--- src/rtl/branch_target_buffer_pkg.sv ---
// Shared constants and counter encoding for the branch target buffer.
package branch_target_buffer_pkg;

  localparam int unsigned BTB_ENTRIES = 8;
  localparam int unsigned BTB_XLEN    = 32;

  typedef enum logic [1:0] {
    BTB_CNT_SNT = 2'b00,
    BTB_CNT_WNT = 2'b01,
    BTB_CNT_WT  = 2'b10,
    BTB_CNT_ST  = 2'b11
  } btb_cnt_e;

  // Fresh allocations start weakly taken so one not-taken outcome flips them.
  localparam btb_cnt_e BTB_CNT_ALLOC = BTB_CNT_WT;
  localparam btb_cnt_e BTB_CNT_RESET = BTB_CNT_WNT;

endpackage

--- src/rtl/branch_target_buffer_if.sv ---
// Fetch lookup, resolver update and perf-counter signals of the BTB.
interface branch_target_buffer_if;

  logic [31:0] fetch_pc;
  logic        predicted_taken;
  logic [31:0] predicted_target;
  logic        update_en;
  logic [31:0] update_pc;
  logic [31:0] update_target;
  logic        update_taken;
  logic        update_mispredict;
  logic [31:0] lookup_hits;
  logic [31:0] mispredicts;

  modport master (
    output fetch_pc, update_en, update_pc, update_target, update_taken, update_mispredict,
    input  predicted_taken, predicted_target, lookup_hits, mispredicts
  );

  modport slave (
    input  fetch_pc, update_en, update_pc, update_target, update_taken, update_mispredict,
    output predicted_taken, predicted_target, lookup_hits, mispredicts
  );

endinterface

--- src/rtl/branch_target_buffer_sat_counter2.sv ---
// 2-bit saturating up/down counter step; passes cur through when en=0.
module sat_counter2
  import branch_target_buffer_pkg::*;
(
  input  logic     en,
  input  logic     taken,
  input  btb_cnt_e cur,
  output btb_cnt_e nxt
);

  always_comb begin
    nxt = cur;
    if (en) begin
      unique case (cur)
        BTB_CNT_SNT: nxt = taken ? BTB_CNT_WNT : BTB_CNT_SNT;
        BTB_CNT_WNT: nxt = taken ? BTB_CNT_WT  : BTB_CNT_SNT;
        BTB_CNT_WT:  nxt = taken ? BTB_CNT_ST  : BTB_CNT_WNT;
        BTB_CNT_ST:  nxt = taken ? BTB_CNT_ST  : BTB_CNT_WT;
        default:     nxt = cur;
      endcase
    end
  end

endmodule

--- src/rtl/branch_target_buffer.sv ---
// Direct-mapped branch target buffer with 2-bit counters, combinational
// fetch lookup, edge-applied resolver training and perf counters.
module branch_target_buffer
  import branch_target_buffer_pkg::*;
#(
  parameter int unsigned ENTRIES = BTB_ENTRIES,
  parameter int unsigned IDX_W   = $clog2(ENTRIES),
  parameter int unsigned TAG_W   = 32 - IDX_W - 2
) (
  input  logic                  clk,
  input  logic                  rst_n,
  branch_target_buffer_if.slave bus
);

  logic [ENTRIES-1:0] valid_q, valid_d;
  logic [TAG_W-1:0]   tag_q [ENTRIES];
  logic [TAG_W-1:0]   tag_d [ENTRIES];
  logic [31:0]        tgt_q [ENTRIES];
  logic [31:0]        tgt_d [ENTRIES];
  btb_cnt_e           cnt_q [ENTRIES];
  btb_cnt_e           cnt_d [ENTRIES];
  logic [31:0]        lookup_hits_q, lookup_hits_d;
  logic [31:0]        mispredicts_q, mispredicts_d;

  logic [IDX_W-1:0]   f_idx, u_idx;
  logic [TAG_W-1:0]   f_tag, u_tag;
  logic               f_hit, u_hit;
  btb_cnt_e           cnt_nxt;
  logic               unused_pc_lsbs;

  assign f_idx = bus.fetch_pc[IDX_W+1:2];
  assign f_tag = bus.fetch_pc[31:IDX_W+2];
  assign u_idx = bus.update_pc[IDX_W+1:2];
  assign u_tag = bus.update_pc[31:IDX_W+2];
  assign unused_pc_lsbs = ^{bus.fetch_pc[1:0], bus.update_pc[1:0]};

  // Lookup reads registered state only, so a same-cycle update is seen next cycle.
  assign f_hit = valid_q[f_idx] && (tag_q[f_idx] == f_tag);
  assign u_hit = valid_q[u_idx] && (tag_q[u_idx] == u_tag);

  assign bus.predicted_taken  = f_hit && cnt_q[f_idx][1];
  assign bus.predicted_target = f_hit ? tgt_q[f_idx] : '0;
  assign bus.lookup_hits      = lookup_hits_q;
  assign bus.mispredicts      = mispredicts_q;

  sat_counter2 u_sat_counter2 (
    .en    (bus.update_en && u_hit),
    .taken (bus.update_taken),
    .cur   (cnt_q[u_idx]),
    .nxt   (cnt_nxt)
  );

  always_comb begin
    valid_d = valid_q;
    tag_d   = tag_q;
    tgt_d   = tgt_q;
    cnt_d   = cnt_q;
    if (bus.update_en) begin
      if (u_hit) begin
        cnt_d[u_idx] = cnt_nxt;
        if (bus.update_taken) tgt_d[u_idx] = bus.update_target;
      end else if (bus.update_taken) begin
        valid_d[u_idx] = 1'b1;
        tag_d[u_idx]   = u_tag;
        tgt_d[u_idx]   = bus.update_target;
        cnt_d[u_idx]   = BTB_CNT_ALLOC;
      end
    end
    lookup_hits_d = lookup_hits_q + 32'(f_hit);
    mispredicts_d = mispredicts_q + 32'(bus.update_en && bus.update_mispredict);
  end

  always_ff @(posedge clk or negedge rst_n) begin
    if (!rst_n) begin
      valid_q       <= '0;
      tag_q         <= '{default: '0};
      tgt_q         <= '{default: '0};
      cnt_q         <= '{default: BTB_CNT_RESET};
      lookup_hits_q <= '0;
      mispredicts_q <= '0;
    end else begin
      valid_q       <= valid_d;
      tag_q         <= tag_d;
      tgt_q         <= tgt_d;
      cnt_q         <= cnt_d;
      lookup_hits_q <= lookup_hits_d;
      mispredicts_q <= mispredicts_d;
    end
  end

endmodule

--- src/flat_wrapper.sv ---
// flat-port wrapper written by rule: the top's interface ports become plain ports
module branch_target_buffer_flat import branch_target_buffer_pkg::*;
#(
  parameter int unsigned ENTRIES = BTB_ENTRIES,
  parameter int unsigned IDX_W   = $clog2(ENTRIES),
  parameter int unsigned TAG_W   = 32 - IDX_W - 2
)
  (clk, rst_n, bus_fetch_pc, bus_update_en, bus_update_pc, bus_update_target, bus_update_taken, bus_update_mispredict, bus_predicted_taken, bus_predicted_target, bus_lookup_hits, bus_mispredicts);
  branch_target_buffer_if bus_i ();
  input  logic clk;
  input  logic rst_n;
  input wire logic [$bits(bus_i.fetch_pc)-1:0] bus_fetch_pc;
  input wire logic [$bits(bus_i.update_en)-1:0] bus_update_en;
  input wire logic [$bits(bus_i.update_pc)-1:0] bus_update_pc;
  input wire logic [$bits(bus_i.update_target)-1:0] bus_update_target;
  input wire logic [$bits(bus_i.update_taken)-1:0] bus_update_taken;
  input wire logic [$bits(bus_i.update_mispredict)-1:0] bus_update_mispredict;
  output wire logic [$bits(bus_i.predicted_taken)-1:0] bus_predicted_taken;
  output wire logic [$bits(bus_i.predicted_target)-1:0] bus_predicted_target;
  output wire logic [$bits(bus_i.lookup_hits)-1:0] bus_lookup_hits;
  output wire logic [$bits(bus_i.mispredicts)-1:0] bus_mispredicts;
  assign bus_i.fetch_pc = bus_fetch_pc;
  assign bus_i.update_en = bus_update_en;
  assign bus_i.update_pc = bus_update_pc;
  assign bus_i.update_target = bus_update_target;
  assign bus_i.update_taken = bus_update_taken;
  assign bus_i.update_mispredict = bus_update_mispredict;
  assign bus_predicted_taken = bus_i.predicted_taken;
  assign bus_predicted_target = bus_i.predicted_target;
  assign bus_lookup_hits = bus_i.lookup_hits;
  assign bus_mispredicts = bus_i.mispredicts;
  branch_target_buffer #(.ENTRIES(ENTRIES), .IDX_W(IDX_W), .TAG_W(TAG_W)) u_core (.clk(clk), .rst_n(rst_n), .bus(bus_i));
endmodule
--- config.mk ---
export PLATFORM = sky130hd
export DESIGN_NAME = branch_target_buffer_flat
export DESIGN_NICKNAME = d
export VERILOG_FILES = /design/src/rtl/branch_target_buffer_pkg.sv /design/src/rtl/branch_target_buffer_if.sv /design/src/rtl/branch_target_buffer_sat_counter2.sv /design/src/rtl/branch_target_buffer.sv /design/src/flat_wrapper.sv
export SDC_FILE = /design/constraint.sdc
export NUM_CORES = 1
export LEC_CHECK = 0
export BUFFER_PORTS_ARGS = -buffer_cell sky130_fd_sc_hd__clkbuf_2
export CAP_MARGIN = 20
export CORE_ASPECT_RATIO = 0.9
export CORE_MARGIN = 5
export CORE_UTILIZATION = 25
export DETAILED_ROUTE_END_ITERATION = 6
export GPL_TIMING_DRIVEN = 0
export SYNTH_ARGS = -nofsm -noshare
export SYNTH_HDL_FRONTEND = slang
export SYNTH_SLANG_ARGS = --single-unit
--- constraint.sdc ---
create_clock -name clk -period 4.4 [get_ports clk]
set_input_delay 0.88 -clock clk [delete_from_list [all_inputs] [get_ports clk]]
set_output_delay 0.88 -clock clk [all_outputs]
set_load 0.02 [all_outputs]
# Word-level counts from Yosys, hierarchy flattened
# Index checks and enable logic that the tools add are counted.
[totals] regBits=560 input_bits=101 wordCells=98 out_inout_bits=97
[classes] add_sub_neg=2 n_reduce_logical=12 n_bitwise=7 muxes=39 eq_ne=5 magnitude_cmp=6
[ops] op="256-bit bitwise mux" n=1
[ops] op="216-bit bitwise mux" n=1
[ops] op="27-bit binary-select mux with 3-bit select" n=2
[ops] op="27-bit two-way mux" n=5
[ops] op="32-bit two-way mux" n=4
[ops] op="32-bit binary-select mux with 3-bit select" n=1
[ops] op="32-bit demux with 3-bit select" n=1
[ops] op="27-bit demux with 3-bit select" n=1
[ops] op="32-bit by 1-bit adder with 32-bit output" n=2
[ops] op="27-bit == test" n=2
[ops] op="16-bit two-way mux" n=2
[ops] op="16-bit bitwise mux" n=1
[ops] op="2-bit two-way mux" n=8
[ops] op="8-bit OR" n=2
[ops] op="2-bit binary-select mux with 3-bit select" n=2
[ops] op="8-bit AND" n=1
[ops] op="4-bit greater-or-equal comparator (second input constant)" n=2
[ops] op="3-bit by 4-bit < comparator with 1-bit output (second input constant)" n=2
[ops] op="3-bit inverter with 4-bit output" n=2
[ops] op="8-bit inverter" n=1
[ops] op="2-bit one-hot mux with 4 select lines" n=1
[ops] op="1-bit logical AND" n=7
[ops] op="1-bit binary-select mux with 3-bit select" n=2
[ops] op="2-bit demux with 3-bit select" n=1
[ops] op="other kinds (11)" n=17

# Longest topological paths before layout
[depth] word_depth=10 depth_mapped=19 ltp_nobuf=15

# Cells and area by module
# Synthesis repeated with hierarchy kept, for this count alone.
[unflattened] cells_unflattened=2402 hier_area_um2=27998.1
[by_module_without_submodules] mod="branch_target_buffer" instances=1 seq_area_each_um2=14023.4 area_per_inst_um2=27953.1 cells_per_inst=2396
[by_module_without_submodules] mod="sat_counter2" instances=1 seq_area_each_um2=0.0 area_per_inst_um2=45.0 cells_per_inst=6

# Worst setup path after synthesis
# No wires, ideal clock.
[synth_timing] path_kind="input port to flip-flop" start="input port bus_fetch_pc[3]" end="register u_core.lookup_hits_q[27], in the netlist u_core.bus.lookup_hits[27]" path_buffers=5 t_required_ns=4.271 stages=18 path_slack_ns=-0.325 setup_time_ns=0.129 arrival_ns=4.596 path_cell_list="clkbuf_1 -> clkbuf_1 -> clkbuf_1 -> mux4_2 -> mux2i_1 -> xor2_1 -> nand4_1 -> or4_1 -> buf_2 -> buf_6 -> inv_1 -> ha_1 -> nand3_1 -> nor3_1 -> nand4_1 -> nor2_1 -> nand3_1 -> xnor2_1"
[synth_between] elab_chain_cells=7 elab_cells_between_ends=9 cone_classes="1 x add/sub; 1 x eq/ne; 5 x mux; 1 x bitwise; 1 x reduce/logical"
[synth_lines] item="start: declaration" line_no="flat_wrapper.sv:12" rtl="input wire logic [$bits(bus_i.fetch_pc)-1:0] bus_fetch_pc;"
[synth_lines] item="3-bit inverter with 4-bit output (not written as such)" line_no="branch_target_buffer.sv:38" rtl="assign f_hit = valid_q[f_idx] && (tag_q[f_idx] == f_tag);"
[synth_lines] item="27-bit binary-select mux with 3-bit select" line_no="branch_target_buffer.sv:38"
[synth_lines] item="27-bit two-way mux (not written as such) (2 in series)" line_no="branch_target_buffer.sv:38"
[synth_lines] item="27-bit == test" line_no="branch_target_buffer.sv:38"
[synth_lines] item="1-bit logical AND (*)" line_no="branch_target_buffer.sv:38"
[synth_lines] item="32-bit by 1-bit adder with 32-bit output (*)" line_no="branch_target_buffer.sv:69" rtl="lookup_hits_d = lookup_hits_q + 32'(f_hit);"
[synth_lines] item="net u_core.lookup_hits_d[27]" line_no="branch_target_buffer.sv:22" rtl="logic [31:0] lookup_hits_q, lookup_hits_d;"
[synth_lines] item="end signal: assignment" line_no="branch_target_buffer.sv:86" rtl="lookup_hits_q <= lookup_hits_d;"
[synth_lines] item="end: declaration" line_no="branch_target_buffer.sv:22"
# Mark *: on every way through the listed nets, which the timed path passes. The rest lies on a longest branch. The select of a mux whose other input is x is not followed.
# A chain may end at the register's enable or synchronous reset.

# Worst setup path in the final report
[layout_timing] start="input port bus_fetch_pc[2]" end="output port bus_predicted_target[3]"
[layout_between] elab_chain_cells=7 elab_cells_between_ends=12 cone_classes="1 x eq/ne; 9 x mux; 1 x bitwise; 1 x reduce/logical"
[layout_lines] item="3-bit inverter with 4-bit output (not written as such)" line_no="branch_target_buffer.sv:38, branch_target_buffer.sv:42"
[layout_lines] item="27-bit binary-select mux with 3-bit select" line_no="branch_target_buffer.sv:38"
[layout_lines] item="27-bit two-way mux (not written as such) (2 in series)" line_no="branch_target_buffer.sv:38"
[layout_lines] item="27-bit == test" line_no="branch_target_buffer.sv:38"
[layout_lines] item="1-bit logical AND" line_no="branch_target_buffer.sv:38"
[layout_lines] item="32-bit two-way mux (*)" line_no="branch_target_buffer.sv:42" rtl="assign bus.predicted_target = f_hit ? tgt_q[f_idx] : '0;"
[layout_lines] item="end: declaration" line_no="flat_wrapper.sv:19" rtl="output wire logic [$bits(bus_i.predicted_target)-1:0] bus_predicted_target;"
# Every way passes the cells marked *; elsewhere a longest branch is shown, timed or not. The select of a mux whose other input is x is not followed.

==> results.md <==
* Initial antenna violation count at 14
* Worst path max stage delay at 590 ps
* Post-synth top area cell: dfrtp_1
* H-tree depth at 3
* Die Y at 325.3 microns
* Async S/R FF share, synth at 100.0%
* Worst Clk Skew at 19.87 ps
* Failing checks: setup timing
* Worst path top cell family by delay: simple AND/OR/NAND/NOR gates
* CTS Sinks at 560
* GP Congestion at 0.7802
* Synth cell types at 44
* Area growth, synth to finish at 22.78%
* RR Startpoint: u_core.tag_q[154]$_DFFE_PN0P_
* Seq/Total Area, Yosys at 50.79%
* Post-synthesis average cell area at 14.43 sq um
* Total number of vias at 17,330
* Final-report hold violation count at 0
* Crit path from: bus_fetch_pc[2]
* Relative slew slack at 11.38%
* CTS Buffer Depth at 3
* Post-route design area at 0.03390 sq mm
* Final Max Tran Viols at 0
* Post-synth top area share at 50.02%
* Total wire length at 79,490 microns
* Hold Crit Class: in2async
* GRT Residual Overflow at 0
* RSZ-0062 raised after global routing: yes
* Slowest cell on crit path: or4_4
* Drt first pass iters at 5
* Core Area at 0.1095 sq mm
* Period minus WS final at 4714 ps
* DP HPWL at 53,440 microns
* Nets at 2,278
* Vias/cell at 4.704
* Pleak at 14.40 nW
* Wire length per cell at 21.58 microns
* Largest net degree at the start of global routing at 109
* Yosys warnings at 0
* CP Launch Type: primary input
* Synthesized instance count at 1,914
* Synth Flop Type: dfrtp_1
* Outcome: complete, but fails checks
* CP most frequent cell: buf_12
* Final setup margin at -314.4 ps
* Critical Path Sink: bus_predicted_target[3]
* Hold WS at 210.6 ps
* CP Max Fanout at 8
* Syn nets at 2,019
* Post-synth EDFFs at 0
* Filler cells at 10,963
* Setup violators final at 36
* Cts bufs inserted at 69
* CP endpoint kind: output pin
* Vias in the first global route at 18,132
* Share of post-route cells with drive strength above 1 at 48.19%
* Cell Pwr Density at 456.3 mW/mm^2
* Tcrit/Tclk final at 107.1%
* Reg2Reg Setup Slack at 120 ps
* GRT Overall Usage at 13.42%
* Die width at 360.3 microns
* Mapped Area at 0.02761 sq mm
* WP buf/inv at 5
* Die Area at 0.1172 sq mm
* CP arrival at 3830 ps
* ANT nets after route at 0
* Seq cells post-synth at 560
* Initial Utilization at 25.22%
* Placed inst area at 0.03057 sq mm
* Crit path depth at 12
* Req. time, crit path at 3520 ps
* Worst-Margin Slew at 1319 ps
* Site Rows at 115
* Clk Latency, worst-skew pair at 630 ps
* Setup CP Type: in2out
* Largest cells by area after synthesis: dfrtp_1, mux2_2, mux4_2
* CTS tree: yes
* RR Endpoint: u_core.bus.lookup_hits[30]$_DFF_PN0_
* Cell Chain, Critical Path: buf_16 > buf_12 > mux4_2 > mux2i_4 > xnor2_1 > nor4_4 > nand3_2 > or4_4 > buf_12 > buf_12 > nor2_4 > buf_8
* Maximum vdd drop at 0.2660 mV
* DRC at 0
* Max-cap viol count at 0
* FF-to-FF path depth at 17
* CTS Root Cell: clkbuf_16
* Top-Level Pins at 198
* Max Clk Rate at 0.2121 GHz
* Reg clk slew, reported paths at 50 ps
* Port bufs at 161
* DRT iter0 DRCs at 1,138
* First-pass GRT wire length at 120,100 microns
cell families (layout without fill, tap and decap cells):
| family | count (synthesis) | after routing | share of synthesized area, % |
|---|---|---|---|
| xor+xnor | 102 | 102 | 3.235 |
| mux | 757 | 757 | 36.31 |
| flops | 560 | 560 | 50.79 |
| compound gates | 65 | 65 | 1.613 |
| other cells | 0 | 8 | 0 |
| buf+inv | 144 | 444 | 2.533 |
| simple gates | 281 | 281 | 5.302 |
| fa+ha+maj | 5 | 5 | 0.2175 |
cell usage in the layout, fill, tap and decap left out, drive strengths merged, types with 3 or more instances in the layout:
cell    netlist  final
nor3          3      3
o21ai         4      4
o22a          4      4
xnor2        72     72
mux4        148    148
nand4        21     21
xor2         30     30
nor2         64     64
clkbuf       65    300
dfstp         8      8
inv           6      8
a22oi        28     28
nand3        50     50
nand2b       22     22
nor2b         5      5
buf          72    120
nor4          7      7
and3         30     30
and4          6      6
and2          3      3
dfrtp       552    552
a21oi        15     15
or3          16     16
bufinv        0      3
clkinv        1     11
nand2        52     52
ha            4      4
a31oi         3      3
diode         0      8
mux2i       131    131
mux2        478    478
worst register-to-register path: cells and delay by family, from the launching register on:
family	cells	cell delay (ps)
adder cells (fa/ha/maj)	2	330
multiplexers	2	710
AND/OR/NAND/NOR	8	1920
flip-flops	1	400
buffers and inverters	3	490
XOR/XNOR	2	270
state kept, by name (all words and copies together) (netlist names):
signal                  count
u_core.bus.mispredicts     32
u_core.bus.lookup_hits     32
u_core.valid_q              8
u_core.tgt_q              256
u_core.cnt_q               16
u_core.tag_q              216
through the flow:
stage	worst slack, ps	TNS (ps)	power [mW]	utilization [%]	std cells
5_1_grt	-367.4	-12080	16.21	30.94	3676
4_1_cts	-330.4	-9582	15.63	30.83	3668
2_1_floorplan	-24.79	-49.44	8.859	-	1914
3_5_place_dp	-1946	-246760	9.734	27.92	3544
6_report	-314.4	-9161	15.47	30.96	3684
3_3_place_gp	-11490	-6557660	9.631	27.73	3537
per-layer routing:
layer / global-route usage [%] / vias to the layer above / routed length [microns]
li1: - / 7639 / -
met1: 18.78 / 9162 / 36160
met2: 20.74 / 426 / 36210
met3: 3.574 / 95 / 5475
met4: 3.274 / 8 / 1582
met5: 0 / - / 55
power breakdown:
part           leakage [nW]  switching (mW)  total, mW  internal [mW]
Combinational          6.38            1.22       2.98           1.76
Clock                  1.08            2.30       5.63           3.32
Sequential             6.94           0.648       6.86           6.21
Total                  14.4            4.18       15.5           11.3
how the worst min path moves through the flow:
stage,startpoint,slack (ps),cells past startpoint,end
floorplan,u_core.valid_q[6]$_DFFE_PN0P_,450,1,u_core.valid_q[6]$_DFFE_PN0P_
global placement,u_core.bus.mispredicts[31]$_DFF_PN0_,460,1,u_core.bus.mispredicts[31]$_DFF_PN0_
detailed placement,u_core.bus.mispredicts[31]$_DFF_PN0_,470,1,u_core.bus.mispredicts[31]$_DFF_PN0_
CTS,rst_n,190,1,u_core.tag_q[74]$_DFFE_PN0P_
global route,rst_n,220,1,u_core.tag_q[74]$_DFFE_PN0P_
finish,rst_n,210,1,u_core.tag_q[207]$_DFFE_PN0P_
cells in the mapped netlist, types with 8 or more instances:
cell type and number:
mux4_2 148, clkbuf_1 65, and3_1 30, mux2_2 478
dfstp_2 8, nand2_1 46, a21oi_1 15, mux2i_1 131
buf_2 28, a22oi_1 28, dfrtp_1 552, nor2_1 64
nand4_1 21, nand3_1 50, buf_4 19, xnor2_1 72
buf_1 18, or3_1 16, nand2b_1 22, xor2_1 30
repair_timing:
action / CTS / global route
resized for setup: 183 / 47
pin swaps: 19 / 24
hold buffers: 0 / 0
buffers inserted: 9 / 10
cloned: 3 / 0
setup endpoints to repair: 216 / 195
layout make-up:
type / instances / area (sq um) / share of cell area, %
flip-flops and latches: 560 / 14020 / 41.36
multi-input cells: 1210 / 13410 / 39.55
clock buffers: 95 / 1987 / 5.860
well taps: 1462 / 1829 / 5.395
repair buffers: 189 / 1474 / 4.347
plain buffers: 136 / 929.6 / 2.742
clock inverters: 17 / 202.7 / 0.5979
inverters: 7 / 30.03 / 0.08857
diodes: 8 / 20.02 / 0.05905
(Power assumes the default switching activity.)
